## config.mk

```make
export PLATFORM = sky130hd
export DESIGN_NAME = fifo_write_arbiter
export DESIGN_NICKNAME = d
export VERILOG_FILES = /design/src/rtl/fifo_write_arbiter.sv
export SDC_FILE = /design/constraint.sdc
export NUM_CORES = 1
export LEC_CHECK = 0
export BUFFER_PORTS_ARGS = -buffer_cell sky130_fd_sc_hd__clkbuf_2
export CELL_PAD_IN_SITES_DETAIL_PLACEMENT = 1
export CELL_PAD_IN_SITES_GLOBAL_PLACEMENT = 2
export CORE_ASPECT_RATIO = 0.5
export CORE_MARGIN = 5
export CORE_UTILIZATION = 24
export CTS_CLUSTER_DIAMETER = 30
export CTS_CLUSTER_SIZE = 12
export DETAILED_ROUTE_END_ITERATION = 8
export PLACE_DENSITY_LB_ADDON = 0.25
export SLEW_MARGIN = 10
export SYNTH_ARGS = -nofsm -noshare
export SYNTH_HDL_FRONTEND = slang
export SYNTH_SLANG_ARGS = --single-unit
```

## constraint.sdc

```tcl
create_clock -name i_clk -period 2.48 [get_ports i_clk]
set_input_delay 0.248 -clock i_clk [delete_from_list [all_inputs] [get_ports i_clk]]
set_output_delay 0.248 -clock i_clk [all_outputs]
set_load 0.05 [all_outputs]
```

## src/rtl/fifo_write_arbiter.sv

```systemverilog
// Round-robin write-port arbiter for one fifo: bounded bursts, registered fifo write, throttled on fifo occupancy.
// Build option FIFO_ARB_WATERMARK_EN: also stall once occupancy reaches HIGH_WATER.
module fifo_write_arbiter #(
  parameter int NUM_REQ    = 4,
  parameter int MAX_DATA   = 16,
  parameter int MAX_BURST  = 4,
  parameter int HIGH_WATER = 12
) (
  input  logic                       i_clk,
  input  logic                       i_rst,
  input  logic [NUM_REQ-1:0]         i_req,
  input  logic [8*NUM_REQ-1:0]       i_req_data,
  output logic [NUM_REQ-1:0]         o_gnt,
  input  logic [4:0]                 i_fifo_count,
  output logic                       o_fifo_wen,
  output logic [7:0]                 o_fifo_wdata,
  output logic [$clog2(NUM_REQ)-1:0] o_owner,
  output logic                       o_state
);

  localparam int IW = $clog2(NUM_REQ);

`ifdef FIFO_ARB_WATERMARK_EN
  localparam int STALL_LEVEL = (HIGH_WATER < MAX_DATA) ? HIGH_WATER : MAX_DATA;
`else
  // HIGH_WATER has no effect in this build.
  localparam int STALL_LEVEL = MAX_DATA + 0 * HIGH_WATER;
`endif

  typedef enum logic {
    ST_IDLE  = 1'b0,
    ST_BURST = 1'b1
  } state_t;

  state_t          r_state;
  state_t          w_state_nxt;
  logic [IW-1:0]   r_owner;
  logic [IW-1:0]   w_owner_nxt;
  logic [IW-1:0]   r_rr_ptr;
  logic [IW-1:0]   w_rr_ptr_nxt;
  logic [3:0]      r_burst_cnt;
  logic [3:0]      w_burst_cnt_nxt;
  logic            r_fifo_wen;
  logic [7:0]      r_fifo_wdata;

  logic [5:0]         w_occ;
  logic               w_stall;
  logic [IW-1:0]      w_owner_inc;
  logic [IW-1:0]      w_search_base;
  logic [IW:0]        w_pick;
  logic               w_cont;
  logic [NUM_REQ-1:0] w_gnt;
  logic [7:0]         w_gnt_data;

  // First requester at or after base, searching upward modulo NUM_REQ; MSB = found.
  function automatic logic [IW:0] rr_pick(input logic [NUM_REQ-1:0] req,
                                          input logic [IW-1:0]      base);
    logic [IW:0] res;
    int          j;
    res = '0;
    for (int k = NUM_REQ - 1; k >= 0; k--) begin
      j = int'(base) + k;
      if (j >= NUM_REQ) j = j - NUM_REQ;
      if (req[IW'(j)]) res = {1'b1, IW'(j)};
    end
    return res;
  endfunction

  // The in-flight write is counted, so a grant is never issued into a fifo that will be full.
  assign w_occ   = {1'b0, i_fifo_count} + {5'd0, r_fifo_wen};
  assign w_stall = (w_occ >= 6'(STALL_LEVEL));

  assign w_owner_inc   = (r_owner == IW'(NUM_REQ - 1)) ? '0 : r_owner + 1'b1;
  assign w_search_base = (r_state == ST_BURST) ? w_owner_inc : r_rr_ptr;
  assign w_pick        = rr_pick(i_req, w_search_base);
  assign w_cont        = (r_state == ST_BURST) && i_req[r_owner] &&
                         (r_burst_cnt < 4'(MAX_BURST));

  // Handshake: producer i holds i_req[i] with stable data until it sees o_gnt[i] in the
  // same cycle; a cycle with i_req[i] && o_gnt[i] is a transfer, and the producer then
  // presents the next word or drops i_req. o_gnt is combinational, at most one bit, never without i_req.
  always_comb begin
    w_gnt           = '0;
    w_state_nxt     = r_state;
    w_owner_nxt     = r_owner;
    w_rr_ptr_nxt    = r_rr_ptr;
    w_burst_cnt_nxt = r_burst_cnt;
    if (i_rst || w_stall) begin
      w_gnt = '0;
    end else if (w_cont) begin
      w_gnt[r_owner]  = 1'b1;
      w_burst_cnt_nxt = r_burst_cnt + 4'd1;
    end else begin
      // Burst over (or idle): rotate and re-arbitrate in the same cycle, no bubble.
      if (r_state == ST_BURST) w_rr_ptr_nxt = w_owner_inc;
      if (w_pick[IW]) begin
        w_gnt[w_pick[IW-1:0]] = 1'b1;
        w_owner_nxt           = w_pick[IW-1:0];
        w_burst_cnt_nxt       = 4'd1;
        w_state_nxt           = ST_BURST;
      end else begin
        w_state_nxt = ST_IDLE;
      end
    end
  end

  always_comb begin
    w_gnt_data = '0;
    for (int i = 0; i < NUM_REQ; i++) begin
      if (w_gnt[IW'(i)]) w_gnt_data = w_gnt_data | i_req_data[8*i +: 8];
    end
  end

  always_ff @(posedge i_clk) begin
    if (i_rst) begin
      r_state      <= ST_IDLE;
      r_owner      <= '0;
      r_rr_ptr     <= '0;
      r_burst_cnt  <= '0;
      r_fifo_wen   <= 1'b0;
      r_fifo_wdata <= '0;
    end else begin
      r_state     <= w_state_nxt;
      r_owner     <= w_owner_nxt;
      r_rr_ptr    <= w_rr_ptr_nxt;
      r_burst_cnt <= w_burst_cnt_nxt;
      r_fifo_wen  <= |w_gnt;
      if (|w_gnt) r_fifo_wdata <= w_gnt_data;
    end
  end

  assign o_gnt        = w_gnt;
  assign o_fifo_wen   = r_fifo_wen;
  assign o_fifo_wdata = r_fifo_wdata;
  assign o_owner      = r_owner;
  assign o_state      = (r_state == ST_BURST);

`ifndef SYNTHESIS
  a_gnt_onehot: assert property (@(posedge i_clk) $onehot0(o_gnt));
  a_gnt_req:    assert property (@(posedge i_clk) (o_gnt & ~i_req) == '0);
  a_burst_max:  assert property (@(posedge i_clk) disable iff (i_rst)
                                 r_burst_cnt <= 4'(MAX_BURST));
`endif

endmodule

```

==> qor.csv <==
metric,value,unit
clock network power share,0.297,
Design Power,838,uW
syn_nets,186,
CP max-delay cell,mux4_2,
CP Class,reg2out,
"reg-to-reg slack, setup",150,ps
DRC viols,0,
RSZ-0062 raised after global routing,true,
ys async rst share,0,
"CP delay by family, top",multiplexers,
Setup Skew,1.66,ps
most common flop cell mapped by yosys,dfxtp_1,
CTS sink cnt,18,
Rel. slew slack,0.701,
area of the multi-input gates,866,um^2
largest net degree at the start of global routing,18,
CTS tree,done,
setup_tns,0,ps
Fin. Hold Viols,0,
Root Buffer,clkbuf_8,
vias per cell,5.01,
WP data arrival,2220,ps
Die Ht,59.2,um
number of global-route vias before repair,1360,
DRT Pass-1 Iters,4,
net switching power,286,uW
Reg area,368,um^2
"Area growth, synth to finish",50.8,%
CP Launch Type,flip-flop,
num rows,17,
post-layout util,0.386,
Top-Level Pins,59,
remaining antenna violation count,0,
H-tree depth,1,
1st-iter DRT viols,34,
total of max-cap violations,0,
synth warn,0,
Post-synth EDFFs,0,
worst hold start,i_req_data[2],
ant diodes,0,
Hold Path Class,in2reg,
Core Footprint,0.00453,mm^2
Layout Nets,241,
worst slew pin tran,449,ps
final worst path period share,0.994,
Setup-failing EPs final,0,
fin. max-slew vios,0,
status,"complete, no violations",
# fillers,543,
layout cells sized above 1,0.464,
P_int,552,uW
grt ovf,0,
CP max stage delay,550,ps
pwr/cell area,479,mW/mm^2
CP cell instances,buf_4 -> mux4_2 -> nand2_4 -> nand3_4 -> a2111oi_4 -> a21o_4 -> clkbuf_16,
#FFs+latches synth,18,
worst r2r path cells,8,
"Max FO, Critical Path",5,
r2r endpoint,o_fifo_wdata[0],
shortest period the worst path allows,2460,ps
Initial Util,0.256,
WL/cell,15.3,um
final wirelength,3.94,mm
synthesized area per cell,8.41,um^2
fmax,0.406,GHz
peak supply drop,178,uV
Buf/Inv on CP,2,
die area,0.00641,mm^2
Clock Path Buffers,2,
Worst-path clk slew,70,ps
WHS Endpoint,o_fifo_wdata[2],
RePlAce Congestion,0.741,
worst-skew pair later-pin latency,260,ps
Leak,0.741,nW
reg2reg start,o_owner[0],
Num CTS Buffers,3,
Die W,108,um
GRT Total Usage,0.132,
antenna violations before repair,0,
Vias,1292,
"Distinct cells, synth",40,
Port Buffer Count,42,
hold path depth,3,
Synth Instances,138,
Post-Syn Area,0.00116,mm^2
Switching Share,0.342,
Comb power frac,0.329,
sequential share of power,0.375,
Worst EP required,2230,ps
global-route wire length before repair,6.64,mm
dpl hpwl,2.96,mm
fraction of the yosys area taken by sequential cells,0.310,
CP endpoint kind,primary output,
## state kept, by name, indices dropped and copies added (netlist names)
signal	cells
o_fifo_wdata	8
r_burst_cnt	4
o_owner	2
r_rr_ptr	2
o_fifo_wen	1
o_state	1
## power by group through the flow
stage	logic, mW	registers (mW)	clock network [mW]
2_1_floorplan	0.117	0.364	0
3_3_place_gp	0.241	0.320	0
3_5_place_dp	0.244	0.321	0
4_1_cts	0.266	0.314	0.260
5_1_grt	0.299	0.316	0.273
6_report	0.275	0.314	0.249
## worst reg2reg max path, delay by kind of cell (launching register included)
kind	cells	cell delay, ps
and+or+nand+nor	3	450
buffers and inverters	2	380
AOI/OAI and AO/OA	2	480
muxes	1	550
DFF	1	380
## Yosys cell counts, types with 2 or more instances
| master | n | area (um^2) |
|---|---|---|
| dfxtp_1 | 18 | 360 |
| a21oi_2 | 2 | 17.5 |
| ha_1 | 5 | 62.6 |
| a21o_1 | 2 | 15.0 |
| o21ai_0 | 9 | 45.0 |
| and2_1 | 3 | 18.8 |
| o21ai_1 | 2 | 10.0 |
| nand2_1 | 7 | 26.3 |
| a22oi_1 | 11 | 82.6 |
| clkbuf_1 | 3 | 11.3 |
| buf_1 | 2 | 7.51 |
| nor2_1 | 20 | 75.1 |
| nor3_1 | 10 | 50.1 |
| a221oi_1 | 8 | 70.1 |
| inv_1 | 5 | 18.8 |
| o21a_1 | 2 | 15.0 |
| a21oi_1 | 6 | 30.0 |
## per-stage QoR
stage | hold slack (ps) | instance area, um^2 | cells | worst slack, ps
floorplan | 445 | 1190 | 138 | 32.8
global placement | 467 | 1530 | 250 | 129
detailed placement | 467 | 1530 | 250 | 114
CTS | 336 | 1690 | 256 | 0.00466
global route | 354 | 1750 | 258 | -72.9
finish | 338 | 1750 | 258 | 15.9
## layout by cell type (no fill, tap or decap), drive strengths merged, types with 2 or more instances in the layout
| cell | count |
|---|---|
| a21o | 2 |
| a21oi | 8 |
| a221oi | 9 |
| a22oi | 11 |
| and2 | 3 |
| buf | 16 |
| clkbuf | 44 |
| dfxtp | 18 |
| ha | 5 |
| inv | 5 |
| mux2i | 2 |
| nand2 | 7 |
| nand3 | 2 |
| nor2 | 20 |
| nor3 | 11 |
| o21a | 2 |
| o21ai | 11 |
## worst max-delay path by stage
| stage | from | endpoint | cells past startpoint |
|---|---|---|---|
| final | o_owner[0] | o_gnt[1] | 7 |
| after global routing | o_owner[0] | o_gnt[1] | 7 |
| after CTS | o_owner[0] | o_gnt[1] | 9 |
| after detailed placement | o_owner[0] | o_fifo_wdata[0] | 10 |
| after global placement | o_owner[0] | o_gnt[2] | 9 |
| after floorplan | o_owner[1] | o_gnt[2] | 8 |
## layout make-up
type,count,area share
inverters,5,0.0122
well taps,66,0.0472
repair buffers,56,0.204
flip-flops and latches,18,0.210
clock buffers,4,0.0315
multi-input cells,109,0.495
## kinds of logic after synthesis
logic type | share of synthesized area
AND/OR/NAND/NOR | 0.220
AO/OA/AOI/OAI | 0.328
flip-flops | 0.310
buffers and inverters | 0.0388
adder cells (fa/ha/maj) | 0.0539
multiplexers | 0.0496
## layer usage
metal  GRT usage  vias to the layer above  part of all wire
li1            -                      628                 -
met1       0.169                      637              0.50
met2       0.222                       24              0.45
met3      0.0359                        3             0.048
met4      0.0324                        0            0.0043
met5           0                        -                 0
## what timing repair did
action	CTS	global route
pin swaps	3	4
setup buffers	2	2
setup endpoints to repair	4	5
resized for setup	18	14
hold buffers	0	0
(Power assumes the default switching activity.)
